`src/rtl/aes_round_pipe_reg.sv`:
```
// Round-loop pipeline register for the AES datapath.
// Stage 0 chooses between a block fed back from the round logic and a fresh
// block (state + key) from the input queue. It tags the chosen block with its
// Rcon. The block then moves through DEPTH register stages, and the last stage
// drives the out_* ports. A feedback block that arrives carrying LAST_RCON has
// finished its final round. It leaves the loop, is counted in blocks_done, and
// its slot goes to a waiting new block.
//
// Handshake semantics:
//   - A new block transfers on any rising edge where new_valid && new_ready.
//   - new_ready is combinational and depends only on out_ready, reset,
//     fb_valid and fb_rcon. It never depends on new_valid.
//   - Upstream holds new_state/new_key stable while new_valid is high and
//     new_ready is low.
//   - out_ready is a global enable. When it is low, every register holds, so
//     out_* stay constant until out_ready returns high. The last-stage block is
//     consumed on an edge where out_valid && out_ready.
module aes_round_pipe_reg #(
   parameter int         DATA_W    = 128,
   parameter int         DEPTH     = 2,
   parameter logic [7:0] INIT_RCON = 8'h01,
   parameter logic [7:0] LAST_RCON = 8'h36
) (
   input  logic              clock,
   input  logic              reset,
   input  logic              new_valid,
   output logic              new_ready,
   input  logic [DATA_W-1:0] new_state,
   input  logic [DATA_W-1:0] new_key,
   input  logic              fb_valid,
   input  logic [DATA_W-1:0] fb_state,
   input  logic [DATA_W-1:0] fb_key,
   input  logic [7:0]        fb_rcon,
   input  logic              out_ready,
   output logic              out_valid,
   output logic [DATA_W-1:0] out_state,
   output logic [DATA_W-1:0] out_key,
   output logic [7:0]        out_rcon,
   output logic [3:0]        occ,
   output logic [15:0]       blocks_done
);

   // Per-stage registers; index 0 is the loading stage, DEPTH-1 drives out_*.
   logic [DEPTH-1:0]  stg_valid;
   logic [DATA_W-1:0] stg_state [DEPTH];
   logic [DATA_W-1:0] stg_key   [DEPTH];
   logic [7:0]        stg_rcon  [DEPTH];

   logic              en;
   logic              fb_continue;
   logic              fb_retire;
   logic              sel_valid;
   logic [DATA_W-1:0] sel_state;
   logic [DATA_W-1:0] sel_key;
   logic [7:0]        sel_rcon;
   logic [3:0]        occ_q;
   logic [3:0]        occ_next;
   logic [15:0]       done_q;

   // Stage-0 source selection: a continuing feedback block always wins the slot.
   always_comb begin
      en          = out_ready && !reset;
      fb_continue = fb_valid && (fb_rcon != LAST_RCON);
      fb_retire   = fb_valid && (fb_rcon == LAST_RCON);
      sel_valid   = fb_continue || new_valid;
      sel_state   = new_state;
      sel_key     = new_key;
      sel_rcon    = INIT_RCON;
      if (fb_continue) begin
         sel_state = fb_state;
         sel_key   = fb_key;
         sel_rcon  = fb_rcon;
      end
   end

   assign new_ready = en && !fb_continue;

   // Occupancy bookkeeping: one block enters and/or one leaves per enabled edge.
   always_comb begin
      occ_next = occ_q + 4'(sel_valid) - 4'(stg_valid[DEPTH-1]);
   end

   // Stage registers: load stage 0, shift the rest. On a bubble, data is held.
   always_ff @(posedge clock) begin
      if (reset) begin
         stg_valid <= '0;
         for (int k = 0; k < DEPTH; k++) begin
            stg_state[k] <= '0;
            stg_key[k]   <= '0;
            stg_rcon[k]  <= '0;
         end
      end else if (en) begin
         for (int k = DEPTH - 1; k > 0; k--) begin
            stg_valid[k] <= stg_valid[k-1];
            stg_state[k] <= stg_state[k-1];
            stg_key[k]   <= stg_key[k-1];
            stg_rcon[k]  <= stg_rcon[k-1];
         end
         stg_valid[0] <= sel_valid;
         if (sel_valid) begin
            stg_state[0] <= sel_state;
            stg_key[0]   <= sel_key;
            stg_rcon[0]  <= sel_rcon;
         end
      end
   end

   // Registered count of valid stages; it holds while the pipeline is stalled.
   always_ff @(posedge clock) begin
      if (reset) begin
         occ_q <= '0;
      end else if (en) begin
         occ_q <= occ_next;
      end
   end

   // Retired-block counter; it wraps naturally at 16 bits.
   always_ff @(posedge clock) begin
      if (reset) begin
         done_q <= '0;
      end else if (en && fb_retire) begin
         done_q <= done_q + 16'd1;
      end
   end

   assign out_valid   = stg_valid[DEPTH-1];
   assign out_state   = stg_state[DEPTH-1];
   assign out_key     = stg_key[DEPTH-1];
   assign out_rcon    = stg_rcon[DEPTH-1];
   assign occ         = occ_q;
   assign blocks_done = done_q;

endmodule

```
`config.mk`:
```
export PLATFORM = sky130hd
export DESIGN_NAME = aes_round_pipe_reg
export DESIGN_NICKNAME = d
export VERILOG_FILES = /design/src/rtl/aes_round_pipe_reg.sv
export SDC_FILE = /design/constraint.sdc
export NUM_CORES = 1
export LEC_CHECK = 0
export CAP_MARGIN = 30
export CORE_AREA = 2 2 312 314
export CTS_CLUSTER_SIZE = 10
export DETAILED_ROUTE_END_ITERATION = 8
export DIE_AREA = 0 0 314 316
export GPL_TIMING_DRIVEN = 1
export HOLD_SLACK_MARGIN = 0.15
export REMOVE_ABC_BUFFERS = 1
export SETUP_SLACK_MARGIN = 0.15
export SLEW_MARGIN = 20
export SYNTH_ARGS = -nofsm -noshare
export SYNTH_HDL_FRONTEND = slang
export SYNTH_SLANG_ARGS = --single-unit
```
`constraint.sdc`:
```
create_clock -name clock -period 19.9 [get_ports clock]
set_clock_uncertainty 0.1 [all_clocks]
set_input_delay 2.985 -clock clock [delete_from_list [all_inputs] [get_ports clock]]
set_output_delay 2.985 -clock clock [all_outputs]
set_load 0.03 [all_outputs]
```
==> results.txt, run 1 <==
Mapped Cells: 1546
die area: 99200 µm²
Worst Max-Slew Pin Slew: 0.894 ns
type of the most critical hold path: flop to flop
area delta synth->final: 41.2%
worst-path fanout max: 22
Final min period: 8.84 ns
die height: 316 µm
top cells by area, synth: edfxtp_1 68%, a22o_1 9.6%, buf_4 8.5%
Post-CTS Setup Bufs: 0
vias after detailed routing: 14200
fraction of registers with async set/reset: 0%
worst reg-to-reg path cell count: 7
initial antenna violation count: 5
final period utilization: 44.4%
Final GP Congestion: 0.811
starting density of the core: 24.3%
required time worst endpoint: 16.82 ns
Worst VDD drop: 0.0582 mV
Final nets: 2624
Clk pin slew, worst setup/hold paths: 0.06 ns
gr usage total: 13.2%
Via density: 4.18
CTS root buf: clkbuf_16
most common library cell in the layout ignoring fill and taps: clkdlybuf4s50_1
CP arrival: 5.76 ns
Reg2Reg Capture Point: occ[3]
Seq cells post-synth: 550
Post-Syn Area per Cell: 15.1 µm²
Slew Viols, Final: 0
final core occ: 34.3%
Detail Route Antenna Nets: 0
Most used DFF post-synth: edfxtp_1
iteration-0 DRC count of the detailed router: 702
drc violations: 0
PwrDens: 88.8 nW/µm²
cell taking the most area after synthesis: edfxtp_1
Die Span X: 314 µm
FP Rows: 114
Critical Path End Type: primary output
hold path depth: 2
clock latency at the later pin of the worst-skew pair: 0.61 ns
crit path kind: input port to primary output
Final Setup Violations: 0
final hold slack: 0.382 ns
FF-to-FF setup slack: 17.79 ns
Lkg Pwr: 12.0 nW
Post-synth EDFFs: 528
max_slew headroom: 40.4%
HP Start: blocks_done[15]
Sinks on Clock Net: 550
H-tree depth: 3
PortBufs: 810
pin count of the biggest net entering global routing: 95
layout cells sized above 1: 5.48%
vias in the first global route: 14700
I/O pin count: 811
CTS max path bufs: 3
Fmax: 113 MHz
RSZ-0062 raised after global routing: false
TritonCTS buffer count: 67
first-pass GRT wire length: 96.2 mm
fillers: 9242
grt ovf: 0
RR Startpoint: stg_valid[1]
Seq/Total Area, Yosys: 69.9%
# hold bufs at CTS: 0
hold-critical path endpoint: blocks_done[15]
HPWL after DPL: 49.2 mm
Post-Syn Area: 23300 µm²
core area: 96000 µm²
Post-Route WL: 68.4 mm
area share of the largest cell type after synthesis: 68.0%
CTS tree: built
final hold vios: 0
# Max-Cap Violations: 0
Avg WL per Cell: 20.1 µm
most frequent cells in the layout: 810 x clkdlybuf4s50_1, 528 x edfxtp_1, 268 x and2_1
TritonRoute pass-1 iters: 4
result of the run: finished, final reports clean
Startpoint Class: input port
Synth Warn #: 0
count of cell types in the netlist: 41
post_cts resized: 0
==> cell type report <==
type,instances,area [µm²],share of cell area (%)
Timing Repair Buffer,834,8350,25.4
Sequential cell,550,16300,49.5
Clock buffer,81,1780,5.41
Tap cell,1276,1600,4.85
Antenna cell,4,10.0,0.0304
Clock inverter,12,178,0.540
Multi-Input combinational cell,631,4680,14.2
Inverter,9,33.8,0.103
==> metrics by stage <==
step / cell area [µm²] / total power, mW / setup WS, ns / std cells / TNS, ns
5_1_grt: 32900 / 3.03 / 10.90 / 3394 / 0
3_3_place_gp: 30900 / 1.82 / 11.00 / 3297 / 0
6_report: 32900 / 2.92 / 11.06 / 3397 / 0
4_1_cts: 32800 / 2.97 / 11.05 / 3390 / 0
3_5_place_dp: 30900 / 1.82 / 11.06 / 3297 / 0
2_1_floorplan: 21000 / 1.60 / -1.00 / 1190 / -1.00
==> power breakdown <==
group          switching [mW]  internal, mW  total, mW  leakage, nW
Clock                   0.459         0.667       1.13        0.955
Combinational           0.200         0.193      0.393         5.15
Sequential             0.0270          1.38       1.40         5.86
Total                   0.686          2.24       2.92         12.0
==> worst max path at each step <==
stage	startpoint	to	slack, ns	cells after the start
6_report	fb_rcon[7]	new_ready	11.06	6
5_1_grt	fb_rcon[7]	new_ready	10.90	6
4_1_cts	fb_rcon[7]	new_ready	11.05	6
3_5_place_dp	fb_rcon[7]	new_ready	11.06	6
3_3_place_gp	fb_rcon[7]	new_ready	11.00	6
2_1_floorplan	out_ready	new_ready	-1.00	3
==> Yosys cell counts, types with 2 or more instances <==
| cell type | n |
|---|---|
| edfxtp_1 | 528 |
| and2_1 | 268 |
| buf_4 | 264 |
| a22o_1 | 256 |
| clkbuf_1 | 73 |
| dfxtp_1 | 22 |
| buf_2 | 15 |
| a21oi_1 | 14 |
| nor2_1 | 13 |
| nand2_1 | 11 |
| inv_1 | 9 |
| or4_1 | 7 |
| o31ai_1 | 6 |
| ha_1 | 5 |
| mux2i_1 | 5 |
| nand3_1 | 4 |
| o21ai_0 | 4 |
| buf_1 | 3 |
| nand4_1 | 3 |
| nor2b_1 | 3 |
| or3_1 | 3 |
| or4_4 | 3 |
| a211oi_1 | 2 |
| a21o_1 | 2 |
| and3_1 | 2 |
| and4_1 | 2 |
| mux2_2 | 2 |
| nor3_1 | 2 |
| or2_2 | 2 |
| xnor2_1 | 2 |
==> sequential cells by signal (all words and copies together) (netlist names) <==
signal       flops
stg_valid        2
stg_state      256
stg_rcon        16
stg_key        256
occ              4
blocks_done     16
==> layer usage <==
layer | GRT usage [%] | wire, µm | up-vias
li1 | - | - | 6560
met5 | 0 | 33 | -
met1 | 14.7 | 25800 | 6935
met3 | 4.66 | 6200 | 104
met4 | 5.97 | 2450 | 4
met2 | 22.6 | 34000 | 605
==> logic make-up after synthesis <==
group                    synth area share, %
AO/OA/AOI/OAI                           10.4
XOR/XNOR                               0.113
adder cells (fa/ha/maj)                0.354
buffers and inverters                   10.2
flip-flops                              69.9
multiplexers                           0.311
AND/OR/NAND/NOR                         8.66
==> worst max-delay path, cell delays in order <==
cell	delay [ns]
clkdlybuf4s50_1	0.45
nor4_1	0.63
nand2_1	0.23
a21boi_4	0.18
buf_4	0.27
clkdlybuf4s50_1	0.98
Note: power is estimated with default switching activity, not from simulation.
==> inputs of run 2 (changes only) <==
==> constraint.sdc (replaced) <==
create_clock -name clock -period 8.4 [get_ports clock]
set_clock_uncertainty 0.1 [all_clocks]
set_input_delay 1.26 -clock clock [delete_from_list [all_inputs] [get_ports clock]]
set_output_delay 1.26 -clock clock [all_outputs]
set_load 0.03 [all_outputs]
==> results.txt, run 2 (synthesized netlist as in run 1, its figures left out) <==
result of the run: finished, final reports clean
top flop regs: stg_key x256, stg_state x256
I/O pin count: 811 (unchanged)
TritonCTS buffer count: 69 (+3.0%)
kind of cell adding the most delay to the critical path: buffers and inverters
die area: 99200 µm² (unchanged)
max_slew headroom: 24.1% (-16 points)
vias after detailed routing: 14500 (+2.0%)
CTS root buf: clkbuf_16
initial antenna violation count: 4 (-1)
CP arrival: 3.85 ns (-1.91 ns)
Psw: 1.66 mW (+140%)
non-filler cells, final: 3405 (+0.24%)
TritonRoute pass-1 iters: 5 (+1)
layout cells sized above 1: 5.27% (-0.21 points)
die height: 316 µm (unchanged)
Worst VDD drop: 0.116 mV (+99%)
# Max-Cap Violations: 0 (unchanged)
grt ovf: 0 (unchanged)
Via density: 4.26 (+1.7%)
Startpoint Class: input port
first-pass GRT wire length: 101 mm (+4.8%)
crit path kind: input port to primary output
Avg WL per Cell: 20.9 µm (+3.7%)
CP Cell Sequence: clkdlybuf4s50_1 -> nor4_1 -> nand2_1 -> a21boi_4 -> clkdlybuf4s50_1
RSZ-0062 raised after global routing: false
CTS max path bufs: 3 (unchanged)
final hold vios: 0 (unchanged)
sequential share of power: 48.1% (about the same)
Top cell by count, worst path: clkdlybuf4s50_1
Power Internal: 5.26 mW (+140%)
FP Rows: 114 (unchanged)
Clk pin slew, worst setup/hold paths: 0.06 ns (about the same)
Post-CTS Setup Bufs: 0 (unchanged)
Final min period: 5.21 ns
CP bufs+invs: 2 (-1)
vias in the first global route: 15200 (+3.3%)
Lkg Pwr: 12.0 nW (-0.12%)
most common library cell in the layout ignoring fill and taps: clkdlybuf4s50_1
PwrDens: 210 nW/µm² (+140%)
Comb power frac: 13.4% (about the same)
Final nets: 2621 (-0.11%)
required time worst endpoint: 7.04 ns (-9.78 ns)
Placed Cells: 3294 (-0.091%)
H-tree depth: 3 (unchanged)
worst-path fanout max: 4 (-82%)
HPWL after DPL: 50.3 mm (+2.3%)
Critical Path End Type: primary output
pin count of the biggest net entering global routing: 153 (+61%)
most frequent cells in the layout: 810 x clkdlybuf4s50_1, 528 x edfxtp_1, 268 x and2_1
gr usage total: 13.8% (+0.57 points)
post_cts resized: 0 (unchanged)
Sinks on Clock Net: 550 (unchanged)
type of the most critical hold path: flop to flop
# hold bufs at CTS: 0 (unchanged)
iteration-0 DRC count of the detailed router: 872 (+24%)
Setup WS post-layout: 3.19 ns (-7.86 ns)
core area: 96000 µm² (unchanged)
switch share: 24.0% (+0.49 points)
Post-Route WL: 71.1 mm (+4.0%)
CTS tree: built
hold path depth: 2 (unchanged)
area delta synth->final: 41.2% (unchanged)
Die Span X: 314 µm (unchanged)
clock latency at the later pin of the worst-skew pair: 0.61 ns (about the same)
Slew Viols, Final: 0 (unchanged)
CP max-delay cell: clkdlybuf4s50_1
Detail Route Antenna Nets: 0 (unchanged)
worst reg-to-reg path cell count: 7 (unchanged)
drc violations: 0 (unchanged)
Worst Max-Slew Pin Slew: 1.14 ns (+0.245 ns)
Fmax: 192 MHz
starting density of the core: 24.3% (unchanged)
Final GP Congestion: 0.843 (+3.9%)
delay of the slowest cell on the worst path: 0.86 ns (-0.12 ns)
Overall Power: 6.92 mW (+140%)
clock share of power: 38.6% (about the same)
final period utilization: 62.0%
fillers: 9267 (+0.27%)
Worst path depth: 5 (-1)
PortBufs: 810 (unchanged)
Final Setup Violations: 0 (unchanged)
pre-CTS setup slack: 3.15 ns (-7.91 ns)
==> run 2: cell types whose count changed in the layout (fill, tap and decap cells not counted), sizes merged <==
cell    change
buf         -5
bufinv      -3
clkbuf     +10
clkinv      +3
inv         +3
==> run 2: area by class of cell <==
type | instances | area (µm²) | area share [%]
Clock buffer | 91 | 1860 | 5.66
Multi-Input combinational cell | 631 | 4680 | 14.2
Clock inverter | 15 | 105 | 0.319
Antenna cell | 4 | 10.0 | 0.0304
Inverter | 9 | 33.8 | 0.103
Sequential cell | 550 | 16300 | 49.5
Tap cell | 1276 | 1600 | 4.85
Timing Repair Buffer | 829 | 8340 | 25.3
==> run 2: power groups by stage <==
stage | sequential, mW | clock (mW) | combinational, mW
global placement | 3.38 | 0 | 0.924
CTS | 3.33 | 2.77 | 0.940
global route | 3.35 | 2.87 | 0.976
detailed placement | 3.38 | 0 | 0.935
finish | 3.33 | 2.67 | 0.924
floorplan | 3.60 | 0 | 0.202
==> run 2: per-stage QoR <==
step / setup TNS [ns] / util, % / hold slack [ns] / area [µm²]
2_1_floorplan: -3998.60 / - / 0.364 / 21000
3_5_place_dp: 0 / 32.2 / 0.387 / 30900
5_1_grt: 0 / 34.3 / 0.426 / 32900
3_3_place_gp: 0 / 32.2 / 0.366 / 30900
6_report: 0 / 34.3 / 0.396 / 32900
4_1_cts: 0 / 34.3 / 0.395 / 32900
==> run 2: tightest hold or removal path, cell delays in order (launching register included) <==
cell and delay [ns]:
dfxtp_1 0.33, o41ai_1 0.06, a21oi_1 0.06
==> run 2: final timing paths <==
| check | start | end | slack [ns] |
|---|---|---|---|
| worst min-delay path | blocks_done[15] | blocks_done[15] | 0.40 |
| worst min register to register | blocks_done[15] | blocks_done[15] | 0.40 |
| worst max-delay path | fb_rcon[7] | new_ready | 3.19 |
| worst max register to register | stg_valid[1] | occ[3] | 6.36 |
==> run 2: routing by layer <==
metal | global-route usage [%] | share of wire, % | vias to the layer above
li1 | - | - | 6577
met1 | 15.7 | 38 | 7195
met2 | 24.0 | 51 | 623
met3 | 4.66 | 8.7 | 93
met4 | 4.88 | 2.6 | 2
met5 | 0 | 0.018 | -
==> inputs of run 3 (changes only) <==
==> constraint.sdc (replaced) <==
create_clock -name clock -period 4.7 [get_ports clock]
set_clock_uncertainty 0.1 [all_clocks]
set_input_delay 0.705 -clock clock [delete_from_list [all_inputs] [get_ports clock]]
set_output_delay 0.705 -clock clock [all_outputs]
set_load 0.03 [all_outputs]
==> results.txt, run 3 (synthesized netlist as in run 1, its figures left out) <==
Psw: 2.96 mW (+79%)
area delta synth->final: 41.5%
# Max-Cap Violations: 0 (unchanged)
core area: 96000 µm² (unchanged)
Die Span X: 314 µm (unchanged)
Avg WL per Cell: 20.1 µm (-3.7%)
Lkg Pwr: 12.0 nW (+0.32%)
starting density of the core: 24.3% (unchanged)
PwrDens: 375 nW/µm² (+79%)
I/O pin count: 811 (unchanged)
max_slew headroom: 41.0% (+17 points)
Power Internal: 9.42 mW (+79%)
CTS root buf: clkbuf_16
DP Area: 31000 µm² (+0.36%)
required time worst endpoint: 3.89 ns (-3.15 ns)
final hold slack: 0.401 ns (+0.00545 ns)
Detail Route Antenna Nets: 0 (unchanged)
first-pass GRT wire length: 97.2 mm (-3.6%)
die area: 99200 µm² (unchanged)
Post-CTS Setup Bufs: 0 (unchanged)
drc violations: 0 (unchanged)
Final nets: 2626 (+0.19%)
Via density: 4.20 (-1.3%)
switch share: 23.9% (-0.035 points)
CP arrival: 2.84 ns (-1.01 ns)
post_cts resized: 0 (unchanged)
HPWL after DPL: 49.0 mm (-2.6%)
final hold vios: 0 (unchanged)
most frequent cells in the layout: 809 x clkdlybuf4s50_1, 528 x edfxtp_1, 268 x and2_1
Final GP Congestion: 0.826 (-2.0%)
grt ovf: 0 (unchanged)
initial antenna violation count: 2 (-2)
die height: 316 µm (unchanged)
vias after detailed routing: 14300 (-1.3%)
Slew Viols, Final: 0 (unchanged)
FP Rows: 114 (unchanged)
RSZ-0062 raised after global routing: false
vias in the first global route: 14900 (-1.9%)
iteration-0 DRC count of the detailed router: 796 (-8.7%)
pre-CTS setup slack: 0.536 ns (-2.61 ns)
Top cell by count, worst path: buf_4
CP max-delay cell: nor4_1
CTS max path bufs: 3 (unchanged)
finished layout cell area: 33000 µm² (+0.24%)
# hold bufs at CTS: 0 (unchanged)
result of the run: finished, final reports clean
kind of cell adding the most delay to the critical path: simple AND/OR/NAND/NOR gates
type of the most critical hold path: flop to flop
Worst VDD drop: 0.195 mV (+68%)
final core occ: 34.4% (+0.081 points)
PortBufs: 810 (unchanged)
CP Cell Sequence: clkdlybuf4s50_1 -> nor4_1 -> nand2_1 -> a21boi_4 -> buf_4 -> buf_4
Sinks on Clock Net: 550 (unchanged)
CTS tree: built
sequential share of power: 48.0% (about the same)
TritonRoute pass-1 iters: 4 (-1)
gr usage total: 13.2% (-0.52 points)
layout cells sized above 1: 5.69% (+0.42 points)
clock share of power: 38.6% (about the same)
final period utilization: 77.5%
pin count of the biggest net entering global routing: 133 (-13%)
Setup TNS: 0 ns (unchanged)
most common library cell in the layout ignoring fill and taps: clkdlybuf4s50_1
Setup WS post-layout: 1.06 ns (-2.13 ns)
CP bufs+invs: 3 (+1)
Post-Route WL: 68.5 mm (-3.7%)
Critical Path End Type: primary output
worst-path fanout max: 3 (-1)
Worst Max-Slew Pin Slew: 0.886 ns (-0.253 ns)
Fmax: 275 MHz
crit path kind: input port to primary output
delay of the slowest cell on the worst path: 0.67 ns (-0.19 ns)
Comb power frac: 13.4% (about the same)
Final Setup Violations: 0 (unchanged)
clock latency at the later pin of the worst-skew pair: 0.60 ns (about the same)
Startpoint Class: input port
Clk pin slew, worst setup/hold paths: 0.05 ns (about the same)
Final min period: 3.64 ns
H-tree depth: 3 (unchanged)
TritonCTS buffer count: 69 (unchanged)
top flop regs: stg_key x256, stg_state x256
[run 3: cell types whose count changed in the layout (fill, tap and decap cells not counted), sizes merged]
cell           before  now
buf                19   25
clkbuf             91   90
clkdlybuf4s50     810  809
clkinv             12    8
clkinvlp            0    2
diode               4    1
inv                12   11
[run 3: path summary, 6_finish.rpt]
kind                                startpoint               to  slack (ns)  cells past startpoint
worst max-delay path                fb_rcon[7]        new_ready        1.06                      6
worst min-delay path            stg_key[0][56]  stg_key[0][184]        0.40                      1
worst max register to register    stg_valid[1]           occ[3]        2.66                      7
worst min register to register  stg_key[0][56]  stg_key[0][184]        0.40                      1
[run 3: area by class of cell]
cell class                 count  area, µm²
antenna                        1       2.50
clock buffer                  90       1870
clock inverter                12        101
fill                        9236      63000
inverter                       9       33.8
multi-input combinational    631       4680
sequential                   550      16300
tap                         1276       1600
timing repair buffer         834       8420
[run 3: per-layer routing]
metal	global-route usage, %	vias to the layer above	wire (µm)
li1	-	6573	-
met1	14.9	7010	26100
met2	23.2	622	34800
met3	4.58	90	6010
met4	4.46	0	1610
met5	0	-	0
[run 3: power groups by stage]
| stage | Combinational, mW | Clock, mW | Sequential [mW] |
|---|---|---|---|
| after global placement | 1.67 | 0 | 6.04 |
| after global routing | 1.75 | 5.13 | 5.98 |
| final | 1.66 | 4.78 | 5.94 |
| after floorplan | 0.361 | 0 | 6.43 |
| after detailed placement | 1.69 | 0 | 6.04 |
| after CTS | 1.70 | 4.95 | 5.95 |
[run 3: stage by stage]
stage               cells  total power, mW
floorplan            1190             6.79
global placement     3300             7.71
detailed placement   3300             7.73
CTS                  3402             12.6
global route         3402             12.9
finish               3403             12.4
[run 3: worst reg2reg max path: cells and delay by family (launching register included)]
family	cells	cell delay [ns]
DFF	1	0.38
AOI/OAI and AO/OA	2	0.36
buffers and inverters	1	0.06
adders and majority gates	2	0.48
muxes	2	0.55
==> RTL edit: new RTL, settings of run 3 <==
`LAST_RCON`: 8'h36 -> 8'h1B.
--- a/src/rtl/aes_round_pipe_reg.sv
+++ b/src/rtl/aes_round_pipe_reg.sv
@@ -19,7 +19,7 @@
    parameter int         DATA_W    = 128,
    parameter int         DEPTH     = 2,
    parameter logic [7:0] INIT_RCON = 8'h01,
-   parameter logic [7:0] LAST_RCON = 8'h36
+   parameter logic [7:0] LAST_RCON = 8'h1B
 ) (
    input  logic              clock,
    input  logic              reset,
Check against the original RTL: not equivalent (a bounded check fails within 4 cycles, from zero or initial values and one cycle with reset high).
==> RTL edit against run 3 <==
  * Global-route usage grew 0.34 points
  * Wire length is 2.7% higher
  * Count of clock-buffer cells in the layout shrank 1
  * Non-clock buffer count increased by 18
  * Cell count is 0.59% higher
  * Worst setup slack improved by 260 ps
  * Area after synthesis about the same
  * Total power is 0.16% lower
  * Design area rose by 0.54%
  * Sequential power about the same
  * Sequential cell count stayed put
  * Critical path type is now in2reg
  * Largest cell class unchanged
==> RTL edit: results (changes against run 3) <==
via count of the first global-routing pass=15000 (was 14900); worst reg2reg setup slack=2630 ps (was 2660 ps); fraction of final layout cells sized beyond drive strength 1=0.0615 (was 0.0569); met3 WL=6600 um (was 6010 um); uppermost routed layer=met5 (was met4); met1 global-route usage=0.156 (was 0.149); number of detailed-routing iterations run before antenna repair=5 (was 4); beginning of the critical path=fb_rcon[7] (unchanged); outcome=completed (unchanged); routed wirelength normalized by instance count=20.5 um (was 20.1 um); final RePlAce weighted congestion=0.805 (was 0.826); gr usage total=0.136 (was 0.132); worst hold endpoint=stg_valid[1] (was stg_key[0][184]); first-pass GRT wire length=99400 um (was 97200 um); detailed-placement wirelength estimate=50700 um (was 49000 um); length of routed met2 wiring=34700 um (was 34800 um); Unique masters post-synth=43 (was 41); Slew @ Worst Pin=921 ps (was 886 ps); data arrival time of the critical path=3770 ps (was 2840 ps); R2R Path End=occ[3] (unchanged); class of the most critical hold timing path=reg2reg (unchanged); routed length on met1=27200 um (was 26100 um); Setup Crit Path Kind=in2reg (was in2out); number of cells on the worst hold path=2 (was 1); Hold Crit Start=stg_valid[0] (was stg_key[0][56]); drt via density=4.22 (was 4.20); clock buffers created by TritonCTS=68 (was 69); leading cell types by total area after synthesis=edfxtp_1 (68%), a22o_1 (9.6%), buf_4 (8.5%) (unchanged); cell leakage power=12.1 nW (was 12.0 nW); antenna violations before repair=8 (was 2); reg-to-reg critical path startpoint=stg_valid[1] (unchanged); GR Layer Usage met3=0.0529 (was 0.0458); Final #Nets=2645 (was 2626); cell types with the highest counts after synthesis=edfxtp_1 (528), and2_1 (267), buf_4 (264) (was edfxtp_1 (528), and2_1 (268), buf_4 (264)); number of DRC markers in iteration 0=1000 (was 796); highest ir drop seen on vdd=0.189 mV (was 0.195 mV); register area share after synthesis=0.699 (about the same); count of inserted antenna diode cells=0 (was 1); maximum number of pins on one net before global-route repair=134 (was 133); number of cells upsized or downsized after cts=0 (unchanged); maximum clock insertion buffer count=3 (unchanged); met2 track utilization from global routing=0.232 (about the same)
[RTL edit: area by class of cell]
| cell class | count | area (um2) |
|---|---|---|
| clock buffer | 89 | 1820 |
| fill | 9299 | 62800 |
| multi-input combinational | 632 | 4690 |
| sequential | 550 | 16300 |
| timing repair buffer | 852 | 8610 |
| inverter | 10 | 37.5 |
| tap | 1276 | 1600 |
| clock inverter | 14 | 128 |
[RTL edit: report_power, final]
group / total [mW] / internal (mW) / switching [mW]
Combinational: 1.67 / 0.835 / 0.839
Sequential: 5.96 / 5.83 / 0.129
Clock: 4.74 / 2.76 / 1.97
Total: 12.4 / 9.42 / 2.94
[RTL edit: kinds of logic after synthesis]
group | after synthesis | synth area share
compound gates | 287 | 0.104
xor+xnor | 3 | 0.00113
fa+ha+maj | 6 | 0.00354
buf+inv | 366 | 0.102
flops | 550 | 0.699
mux | 7 | 0.00311
simple gates | 329 | 0.0873
[RTL edit: worst max-delay path: stages]
cell	delay [ps]
clkdlybuf4s50_1	460
nor4b_1	370
buf_4	190
nand2_1	110
a21oi_1	380
ha_1	270
inv_1	60
ha_1	280
a21o_1	180
a21oi_1	190
mux2i_1	220
mux2_2	350
[RTL edit: stage by stage]
stage | util | hold slack (ps) | instance area, um2 | setup WS (ps) | std cells
final | 0.346 | 396 | 33200 | 1320 | 3423
after global routing | 0.346 | 425 | 33200 | 1160 | 3423
after CTS | 0.346 | 389 | 33200 | 1280 | 3423
after detailed placement | 0.325 | 383 | 31200 | 721 | 3320
after global placement | 0.325 | 377 | 31200 | 715 | 3320
after floorplan | - | 364 | 21000 | -9510 | 1192
